--- src/rtl/alu16_seq.sv ---
// Multi-word ALU: one 16-bit ALU is reused for NUM_WORDS passes, LSW first, with the carry chained between passes.
// Optional feature: define ALU16_SEQ_ZERO_FLAG_EN to add a registered all-zero result flag on port zero.

package alu16_seq_pkg;
    typedef enum logic [2:0] {
        OP_ADD   = 3'd0,  // a + b + cin
        OP_SUB   = 3'd1,  // a + ~b + cin (cin=1 means no borrow)
        OP_AND   = 3'd2,
        OP_OR    = 3'd3,
        OP_XOR   = 3'd4,
        OP_NOT   = 3'd5,  // ~a
        OP_PASSA = 3'd6,
        OP_PASSB = 3'd7
    } alu_op_e;
endpackage

module alu16
    import alu16_seq_pkg::*;
(
    input  logic [15:0] a_i,
    input  logic [15:0] b_i,
    input  logic [2:0]  op_i,
    input  logic        cin_i,
    output logic [15:0] y_o,
    output logic        cout_o,
    output logic        ovf_o
);
    logic [15:0] b_eff;
    logic [16:0] sum;

    assign b_eff = (alu_op_e'(op_i) == OP_SUB) ? ~b_i : b_i;
    assign sum   = {1'b0, a_i} + {1'b0, b_eff} + {16'd0, cin_i};

    // NOTE: combinational blocks use blocking assignments and give every output a default first, so no latch is inferred.
    always_comb begin
        y_o    = '0;
        cout_o = 1'b0;
        ovf_o  = 1'b0;
        case (alu_op_e'(op_i))
            OP_ADD, OP_SUB: begin
                y_o    = sum[15:0];
                cout_o = sum[16];
                ovf_o  = (a_i[15] == b_eff[15]) && (sum[15] != a_i[15]);
            end
            OP_AND:   y_o = a_i & b_i;
            OP_OR:    y_o = a_i | b_i;
            OP_XOR:   y_o = a_i ^ b_i;
            OP_NOT:   y_o = ~a_i;
            OP_PASSA: y_o = a_i;
            OP_PASSB: y_o = b_i;
            default:  y_o = '0;
        endcase
    end
endmodule

module alu16_seq #(
    parameter int NUM_WORDS = 2,
    localparam int W = 16 * NUM_WORDS
) (
    input  logic         clk,
    input  logic         rst_n,
    input  logic         start,
    input  logic [2:0]   op,
    input  logic [W-1:0] a,
    input  logic [W-1:0] b,
    input  logic         cin,
    output logic         busy,
    output logic         done,
    output logic [W-1:0] result,
    output logic         cout,
    output logic         overflow
`ifdef ALU16_SEQ_ZERO_FLAG_EN
    ,
    output logic         zero
`endif
);
    localparam int IDX_W = (NUM_WORDS > 1) ? $clog2(NUM_WORDS) : 1;
    localparam logic [IDX_W-1:0] LAST_IDX = IDX_W'(NUM_WORDS - 1);

    typedef enum logic [1:0] {IDLE, RUN, DONE} state_e;

    state_e           state_q;
    logic [IDX_W-1:0] idx_q;
    logic [W-1:0]     a_q, b_q, result_q;
    logic [2:0]       op_q;
    logic             cin_q, carry_q, cout_q, ovf_q, busy_q, done_q, zero_q;

    logic [15:0]  alu_y;
    logic         alu_cin, alu_cout, alu_ovf;
    logic [W-1:0] result_d;

    assign alu_cin = (idx_q == '0) ? cin_q : carry_q;

    alu16 u_alu16 (
        .a_i    (a_q[int'(idx_q)*16 +: 16]),
        .b_i    (b_q[int'(idx_q)*16 +: 16]),
        .op_i   (op_q),
        .cin_i  (alu_cin),
        .y_o    (alu_y),
        .cout_o (alu_cout),
        .ovf_o  (alu_ovf)
    );

    // Result with the current pass's word merged in; the zero flag is taken from this on the last pass.
    always_comb begin
        result_d = result_q;
        result_d[int'(idx_q)*16 +: 16] = alu_y;
    end

    // NOTE: every register, operand latches included, is reset so an aborted run leaves no stale state behind.
    always_ff @(posedge clk or negedge rst_n) begin
        if (!rst_n) begin
            state_q  <= IDLE;
            idx_q    <= '0;
            a_q      <= '0;
            b_q      <= '0;
            op_q     <= '0;
            cin_q    <= 1'b0;
            carry_q  <= 1'b0;
            result_q <= '0;
            cout_q   <= 1'b0;
            ovf_q    <= 1'b0;
            zero_q   <= 1'b0;
            busy_q   <= 1'b0;
            done_q   <= 1'b0;
        end else begin
            case (state_q)
                IDLE: begin
                    done_q <= 1'b0;
                    if (start) begin
                        a_q     <= a;
                        b_q     <= b;
                        op_q    <= op;
                        cin_q   <= cin;
                        idx_q   <= '0;
                        busy_q  <= 1'b1;
                        state_q <= RUN;
                    end
                end
                RUN: begin
                    result_q <= result_d;
                    carry_q  <= alu_cout;
                    if (idx_q == LAST_IDX) begin
                        cout_q  <= alu_cout;
                        ovf_q   <= alu_ovf;
                        zero_q  <= (result_d == '0);
                        idx_q   <= '0;
                        done_q  <= 1'b1;
                        state_q <= DONE;
                    end else begin
                        idx_q <= idx_q + IDX_W'(1);
                    end
                end
                DONE: begin
                    // A start seen here is deliberately dropped; IDLE samples it next cycle.
                    done_q  <= 1'b0;
                    busy_q  <= 1'b0;
                    state_q <= IDLE;
                end
                default: begin
                    done_q  <= 1'b0;
                    busy_q  <= 1'b0;
                    state_q <= IDLE;
                end
            endcase
        end
    end

    assign busy     = busy_q;
    assign done     = done_q;
    assign result   = result_q;
    assign cout     = cout_q;
    assign overflow = ovf_q;
`ifdef ALU16_SEQ_ZERO_FLAG_EN
    assign zero     = zero_q;
`else
    logic unused_zero;
    assign unused_zero = zero_q;
`endif
endmodule

--- config.mk ---
export PLATFORM = sky130hd
export DESIGN_NAME = alu16_seq
export DESIGN_NICKNAME = d
export VERILOG_FILES = /design/src/rtl/alu16_seq.sv
export SDC_FILE = /design/constraint.sdc
export NUM_CORES = 1
export LEC_CHECK = 0
export ABC_CLOCK_PERIOD_IN_PS = 4000
export CAP_MARGIN = 30
export CORE_UTILIZATION = 40
export DETAILED_ROUTE_END_ITERATION = 7
export SYNTH_ARGS = -nofsm -noshare
export SYNTH_HDL_FRONTEND = slang
export SYNTH_HIERARCHICAL = 1
export SYNTH_SLANG_ARGS = --single-unit
--- constraint.sdc ---
create_clock -name clk -period 4 [get_ports clk]
set_input_delay 0.4 -clock clk [delete_from_list [all_inputs] [get_ports clk]]
set_output_delay 0.4 -clock clk [all_outputs]
set_load 0.01 [all_outputs]
# After elaboration in Yosys (flattened, before gate mapping)
# Index checks and enable logic that the tools add are counted.
word_totals:
  regBits: 108
  out_inout_bits: 36
  inputBits: 71
op_classes:
  n_addsub: 4
  n_shift: 4
  bitwise: 6
  n_reduce_logical: 10
  mux: 16
  n_eq_ne: 12
ops:
  columns: ["operator", "count"]
  rows:
  - ["16-bit case mux with 7 select lines", 1]
  - ["32-bit by 6-bit indexed part select with 16-bit output", 2]
  - ["5-bit negation with 33-bit output", 1]
  - ["16-bit by 33-bit variable shift with 32-bit output (first input constant)", 1]
  - ["16-bit by 33-bit indexed part select with 32-bit output", 1]
  - ["32-bit bitwise mux", 1]
  - ["16-bit NOT", 2]
  - ["16-bit by 16-bit adder with 17-bit output", 1]
  - ["17-bit by 1-bit adder with 17-bit output", 1]
  - ["16-bit bitwise AND", 1]
  - ["16-bit two-way mux", 1]
  - ["16-bit OR", 1]
  - ["16-bit bitwise XOR", 1]
  - ["3-bit == test (second input constant)", 4]
  - ["2-bit AND reduction", 5]
  - ["1-bit two-way mux", 8]
  - ["3-bit by 2-bit == test with 1-bit output (second input constant)", 2]
  - ["2-bit two-way mux", 2]
  - ["2-bit != test (second input constant)", 2]
  - ["1-bit case mux with 2 select lines", 2]
  - ["2-bit case mux with 2 select lines", 1]
  - ["3-bit by 1-bit == test with 1-bit output (second input constant)", 1]
  - ["3-bit logical NOT", 1]
  - ["2-bit by 1-bit == test with 1-bit output (second input constant)", 1]
  - ["other kinds (8)", 8]

# Depth between registers and ports, before layout
# Gate-level depths: netlist (run 1).
logic_depth:
  word_depth: 8
  ltp_mapped: 14
  mapped_depth_nobuf: 13

# By module
# Netlist (run 1), hierarchy kept.
by_module_without_submodules:
  columns: ["mod", "n_inst", "seq_area_each_um2", "area_per_inst_um2", "cells_each"]
  rows:
  - ["alu16_seq", 1, 2702.6, 4460.5, 272]
  - ["alu16", 1, 0.0, 2437.3, 346]

# Worst setup path after synthesis (run 1)
# Ideal clock, no wire load.
synth_path:
  path_kind: "register to register"
  startpoint: "register idx_q"
  endpoint: "register result_q[14], in the netlist result[14]"
  arrival_time_ps: 3343
  period_less_slack_ps: 3467
  stages_incl_launch_ff: 14
  path_buffers: 2
  setup_time_ps: 125
  slack_ps: 533
  path_cell_list: "dfrtp_1 > buf_4 > buf_2 > mux2_2 > xnor2_1 > fa_1 > fa_1 > nor2b_4 > o2111a_2 > o21ai_0 > o31ai_1 > xnor2_1 > o221ai_1 > mux2_2"
synth_via:
  elab_chain_cells: 8
  elab_cells_between_ends: 16
  cone_classes: "3 x add/sub; 4 x shift; 4 x mux; 5 x bitwise"
synth_rtl:
  columns: ["item", "line_no", "text"]
  rows:
  - ["start: declaration", "83", "logic [IDX_W-1:0] idx_q;"]
  - ["start signal: assignment", "151", "idx_q <= idx_q + IDX_W'(1);"]
  - ["32-bit by 6-bit indexed part select with 16-bit output", "96", ".b_i (b_q[int'(idx_q)*16 +: 16]),"]
  - ["16-bit NOT", "31", "assign b_eff = (alu_op_e'(op_i) == OP_SUB) ? ~b_i : b_i;"]
  - ["16-bit two-way mux", "31", null]
  - ["16-bit by 16-bit adder with 17-bit output", "32", "assign sum = {1'b0, a_i} + {1'b0, b_eff} + {16'd0, cin_i};"]
  - ["17-bit by 1-bit adder with 17-bit output", "32", null]
  - ["16-bit case mux with 7 select lines (*)", "39", "case (alu_op_e'(op_i))"]
  - ["net alu_y[14]", "88", "logic [15:0] alu_y;"]
  - ["16-bit by 33-bit indexed part select with 32-bit output (*)", "107", "result_d[int'(idx_q)*16 +: 16] = alu_y;"]
  - ["32-bit bitwise mux (*)", "107", null]
  - ["end signal: assignment", "141", "result_q <= result_d;"]
  - ["end: declaration", "84", "logic [W-1:0] a_q, b_q, result_q;"]
# Mark *: on every way through the listed nets, which the timed path passes. The rest lies on a longest branch.
# A chain may end at the register's enable or synchronous reset.

# Worst setup path after layout (run 1)
layout_path:
  startpoint: "register idx_q"
  endpoint: "register result_q[30], in the netlist result[30]"
# Same word-level chain as after synthesis.

==> results of run 1 <==
-- placed cells by master, fill, tap and decap left out, drive strengths merged, types with 4 or more instances in the layout --
master | netlist | final
mux2 | 138 | 138
dfrtp | 108 | 108
clkdlybuf4s50 | 0 | 105
ha | 47 | 47
inv | 40 | 41
a21oi | 34 | 34
nand2 | 32 | 32
nor2 | 25 | 25
o21ai | 22 | 22
xnor2 | 21 | 21
mux2i | 19 | 19
buf | 25 | 15
clkbuf | 8 | 10
nand3 | 9 | 9
a211oi | 7 | 7
a21o | 6 | 6
o22ai | 6 | 6
o21a | 6 | 6
a221oi | 6 | 6
clkinv | 0 | 5
o31ai | 4 | 4
o221ai | 4 | 4
xor2 | 4 | 4
nor2b | 4 | 4
nor3 | 4 | 4
-- final timing paths --
check | to | cells past startpoint | start
setup / recovery | result[30] | 13 | idx_q
hold / removal | busy | 1 | rst_n
setup reg to reg | result[30] | 13 | idx_q
hold reg to reg | b_q[17] | 1 | b_q[17]
max in group asynchronous | b_q[3] | 3 | rst_n
min in group clk | b_q[17] | 1 | b_q[17]
-- routing by layer --
layer | track usage | routed length, µm | vias to the layer above
met3 | 0.03311 | 623 | 10
li1 | - | - | 2404
met5 | 0 | 0 | -
met1 | 0.2558 | 7593 | 2478
met4 | 0.06439 | 241 | 0
met2 | 0.3663 | 8712 | 109
-- area by class of cell --
| type | count | share of cell area |
|---|---|---|
| inverter | 40 | 0.01781 |
| multi-input combinational | 437 | 0.4543 |
| tap | 220 | 0.03266 |
| clock inverter | 6 | 0.005790 |
| sequential | 108 | 0.3207 |
| clock buffer | 10 | 0.02836 |
| timing repair buffer | 120 | 0.1404 |
-- logic make-up after synthesis --
family                     count (synthesis)  synth area share
adders and majority gates                 49           0.09106
DFF                                      108            0.3918
muxes                                    157            0.2529
and+or+nand+nor                           89           0.06458
buffers and inverters                     73           0.05315
xor gates and xnor gates                  25           0.03174
AOI/OAI and AO/OA                        117            0.1148
-- per-stage QoR --
| stage | worst slack, ns | util | instances | hold slack [ns] | cell area, µm² |
|---|---|---|---|---|---|
| after detailed placement | 0.4662 | 0.4853 | 923 | 0.4685 | 8105 |
| after floorplan | 0.5328 | - | 618 | 0.1044 | 6898 |
| after global placement | 0.5490 | 0.4853 | 923 | 0.4651 | 8105 |
| after global routing | 0.1867 | 0.5046 | 941 | 0.03382 | 8428 |
| final | 0.4668 | 0.5046 | 941 | 0.004771 | 8428 |
| after CTS | 0.4417 | 0.5025 | 939 | 0.2478 | 8393 |
-- sequential cells by signal, summed over array words and instances (netlist names) --
| register | flops |
|---|---|
| carry_q | 1 |
| result | 32 |
| cin_q | 1 |
| op_q | 3 |
| busy | 1 |
| state_q | 2 |
| b_q | 32 |
| cout | 1 |
| a_q | 32 |
| overflow | 1 |
| idx_q | 1 |
| done | 1 |
==> flow_metrics.env, run 1 <==
export IMPL_outcome="finished, final reports clean"
export IMPL_chipHeight_um=133.3
export IMPL_first_pass_iters=4
export IMPL_tns_ns=0
export IMPL_syn_num_nets=738
export IMPL_fillers=1519
export IMPL_min_period_over_period=0.8833
export IMPL_htreeDepth=3
export IMPL_synth_avg_cell_area_um2=11.16
export IMPL_netlist_area_um2=6898
export IMPL_grt_remaining_overflow=0
export IMPL_drt_total_wl_mm=17.17
export IMPL_cts_tree="done"
export IMPL_pin_count=107
export IMPL_synth_edf_count=0
export IMPL_synth_seq_cells=108
export IMPL_period_needed_ns=3.533
export IMPL_via_per_inst=5.315
export IMPL_clockRootBuffer="clkbuf_16"
export IMPL_path_cells="buf_4, mux2_2, inv_1, xnor2_1, inv_1, fa_1, nor2b_4, o2111a_2, o21ai_0, o31ai_1, xnor2_1, o221ai_1, mux2_2"
export IMPL_critPathLaunchType="register"
export IMPL_gp_congestion=0.8440
export IMPL_arrival_ns=3.77
export IMPL_die_area_um2=17770
export IMPL_wl_per_cell_um=18.25
export IMPL_grt_max_degree=79
export IMPL_crit_family="compound AO/OA/AOI/OAI gates"
export IMPL_cts_max_path_buffers=2
export IMPL_antenna_found_initial=0
export IMPL_dieWidth_um=133.3
export IMPL_drt_iter0_markers=212
export IMPL_grtUsageTotal=0.2065
export IMPL_post_route_cells_drive_above_1_share=0.2205
export IMPL_clock_fmax_mhz=283.0
export IMPL_synth_top_area_cell="dfrtp_1"
export IMPL_start_util=0.4130
export IMPL_cts_buffers=9
export IMPL_yosys_cell_count_top_type="mux2_2"
export IMPL_hold_viol=0
export IMPL_finalSetupViolCount=0
export IMPL_synthTopCellsByCount="mux2_2, dfrtp_1, ha_1"
export IMPL_yosysWarningCount=6
export IMPL_rsz0062_at_grt="false"
export IMPL_hold_class="input pin to asynchronous set/reset pin"
export IMPL_cts_resized=0
export IMPL_drc_errors=0
export IMPL_seq_area_um2=2703
export IMPL_yosys_cell_types_count=61
export IMPL_synth_seq_area_share=0.3918
export IMPL_slowest_delay_ns=0.48
export IMPL_synth_top_flop_cell="dfrtp_1"
export IMPL_synth_async_sr_flop_share=1.000
export IMPL_clk_pin_slew_ns=0.07
export IMPL_layout_nets=836
export IMPL_core_area_um2=16700
export IMPL_path_max_fanout=17
export IMPL_grt_pass1_wl_mm=28.30
export IMPL_core_rowCount=47
export IMPL_place_hpwl_mm=12.82
export IMPL_worstSetupEndpointType="register"
export IMPL_slew_headroom=0.3667
export IMPL_vias=5001
export IMPL_antenna_cells=0
export IMPL_path_class="register to register"
export IMPL_synthesis_instances=618
export IMPL_port_buffers=106
export IMPL_regToRegSetupSlack_ns=0.47
export IMPL_area_growth_syn_to_layout_pct=22.18
export IMPL_holdBufCountCts=0
export IMPL_path_buf_inv=3
export IMPL_antenna_left=0
export IMPL_tightest_slew_ns=0.9489
export IMPL_fin_skew_ns=0.007672
export IMPL_cts_sinks=108
export IMPL_maxCapViolCount=0
export IMPL_drv_slew=0
export IMPL_multiInputGateArea_um2=3829
export IMPL_yosys_area_top_type_share=0.3918
export IMPL_cp_required_ns=4.24
export IMPL_grt_pass1_vias=5350
export IMPL_cpMaxStageDelayCell="dfrtp_1"
export IMPL_cts_setup_buffers=0
export IMPL_clk_latency_ns=0.36
export IMPL_synth_top_cells_by_area="dfrtp_1, mux2_2, ha_1, mux2_1, mux2i_1"
Power of run 1 is left out: the tool's default activity adds up to more than one toggle a clock period on the data nets, which glitch-free logic cannot reach.
==> run 2: changes to the inputs <==
- CORE_UTILIZATION: 40 -> 30
- PLACE_DENSITY: default -> 0.56
==> flow_metrics.env, run 2 (synthesis results as in run 1) <==
export IMPL_cts_buffers=9
export IMPL_met3RoutedLength_um=646
export IMPL_critPathLaunchType="register"
export IMPL_tightest_slew_ns=0.9003
export IMPL_highest_layer="met4"
export IMPL_drv_slew=0
export IMPL_period_needed_ns=3.676
export IMPL_via_per_inst=4.863
export IMPL_chipHeight_um=153.6
export IMPL_worstSetupEndpointType="register"
export IMPL_clock_fmax_mhz=272.0
export IMPL_drc_errors=0
export IMPL_first_pass_iters=4
export IMPL_cts_sinks=108
export IMPL_start_util=0.3056
export IMPL_clk_latency_ns=0.36
export IMPL_rsz0062_at_grt="false"
export IMPL_path_class="register to register"
export IMPL_antenna_left=0
export IMPL_grt_pass1_wl_mm=27.85
export IMPL_clockRootBuffer="clkbuf_16"
export IMPL_final_common_cell="mux2_2"
export IMPL_area_growth_syn_to_layout_pct=24.14
export IMPL_core_area_um2=22570
export IMPL_layout_nets=835
export IMPL_cts_tree="done"
export IMPL_grtUsageTotal=0.1520
export IMPL_antenna_found_initial=0
export IMPL_port_buffers=106
export IMPL_gp_congestion=0.8644
export IMPL_met1_length_mm=7.695
export IMPL_post_route_cells_drive_above_1_share=0.2194
export IMPL_cp_required_ns=4.25
export IMPL_cts_resized=0
export IMPL_met2_wirelength_mm=8.366
export IMPL_fin_skew_ns=0.01363
export IMPL_hold_class="input pin to asynchronous set/reset pin"
export IMPL_holdBufCountCts=0
export IMPL_tns_ns=0
export IMPL_hold_viol=0
export IMPL_maxCapViolCount=0
export IMPL_dieWidth_um=153.6
export IMPL_pin_count=107
export IMPL_htreeDepth=3
export IMPL_clk_pin_slew_ns=0.08
export IMPL_drt_total_wl_mm=17.02
export IMPL_arrival_ns=3.93
export IMPL_cts_setup_buffers=0
export IMPL_grt_pass1_vias=5128
export IMPL_cts_max_path_buffers=2
export IMPL_drt_iter0_markers=299
export IMPL_final_cell_mix="mux2_2, dfrtp_1, clkdlybuf4s50_1"
export IMPL_grt_remaining_overflow=0
export IMPL_die_area_um2=23600
export IMPL_vias=4887
export IMPL_min_period_over_period=0.9190
export IMPL_grt_max_degree=69
export IMPL_place_hpwl_mm=12.57
export IMPL_finalSetupViolCount=0
export IMPL_slew_headroom=0.3992
export IMPL_wl_per_cell_um=16.93
export IMPL_outcome="finished, final reports clean"
export IMPL_core_rowCount=55
export IMPL_antenna_cells=0
export IMPL_path_max_fanout=10
[run 2: changes by cell type in the layout (fill, tap and decap cells not counted), sizes merged]
cell and delta:
bufinv +2, clkinv -2, buf -1, clkbuf -1
clkinvlp +1
[run 2: metal layers]
metal  GRT usage  vias up
li1            -     2405
met1      0.1921     2384
met2      0.2569       80
met3     0.03551       18
met4     0.04571        0
met5           0        -
[run 2: critical path, cell delays in order (launching register included)]
cell	delay, ns
dfrtp_1	0.39
inv_2	0.15
nand2_1	0.10
nor2_2	0.37
xnor2_1	0.15
fa_1	0.43
fa_1	0.45
nor2b_4	0.14
o2111a_2	0.23
o21ai_0	0.13
o31ai_1	0.39
xnor2_1	0.16
o221ai_1	0.16
mux2_2	0.30
[run 2: stage by stage]
step | worst slack [ns] | instances | hold slack, ns | instance area, µm² | util
6_report | 0.3240 | 1005 | 0.1577 | 8563 | 0.3794
5_1_grt | 0.02486 | 1005 | 0.2328 | 8563 | 0.3794
4_1_cts | 0.3124 | 1005 | 0.1810 | 8563 | 0.3794
3_5_place_dp | 0.3450 | 989 | 0.4705 | 8239 | 0.3650
3_3_place_gp | 0.4361 | 988 | 0.4612 | 8224 | 0.3644
2_1_floorplan | 0.5328 | 618 | 0.1044 | 6898 | -
[run 2: area by class of cell]
type                       count  area, µm²
sequential                   108       2703
timing repair buffer         119       1201
clock buffer                   9      225.2
tap                          285      356.6
multi-input combinational    437       3829
fill                        2213      14010
clock inverter                 7      98.84
inverter                      40      150.1
[run 2: path summary, 6_finish.rpt]
kind / cells after the start / slack [ns] / to / start
setup / recovery: 13 / 0.32 / result[14] / op_q[1]
hold / removal: 1 / 0.16 / a_q[31] / rst_n
setup reg to reg: 13 / 0.32 / result[14] / op_q[1]
hold reg to reg: 1 / 0.48 / b_q[21] / b_q[21]
max in group asynchronous: 2 / 3.09 / result[26] / rst_n
min in group clk: 1 / 0.48 / b_q[21] / b_q[21]
Power of run 2 is left out for the same reason.
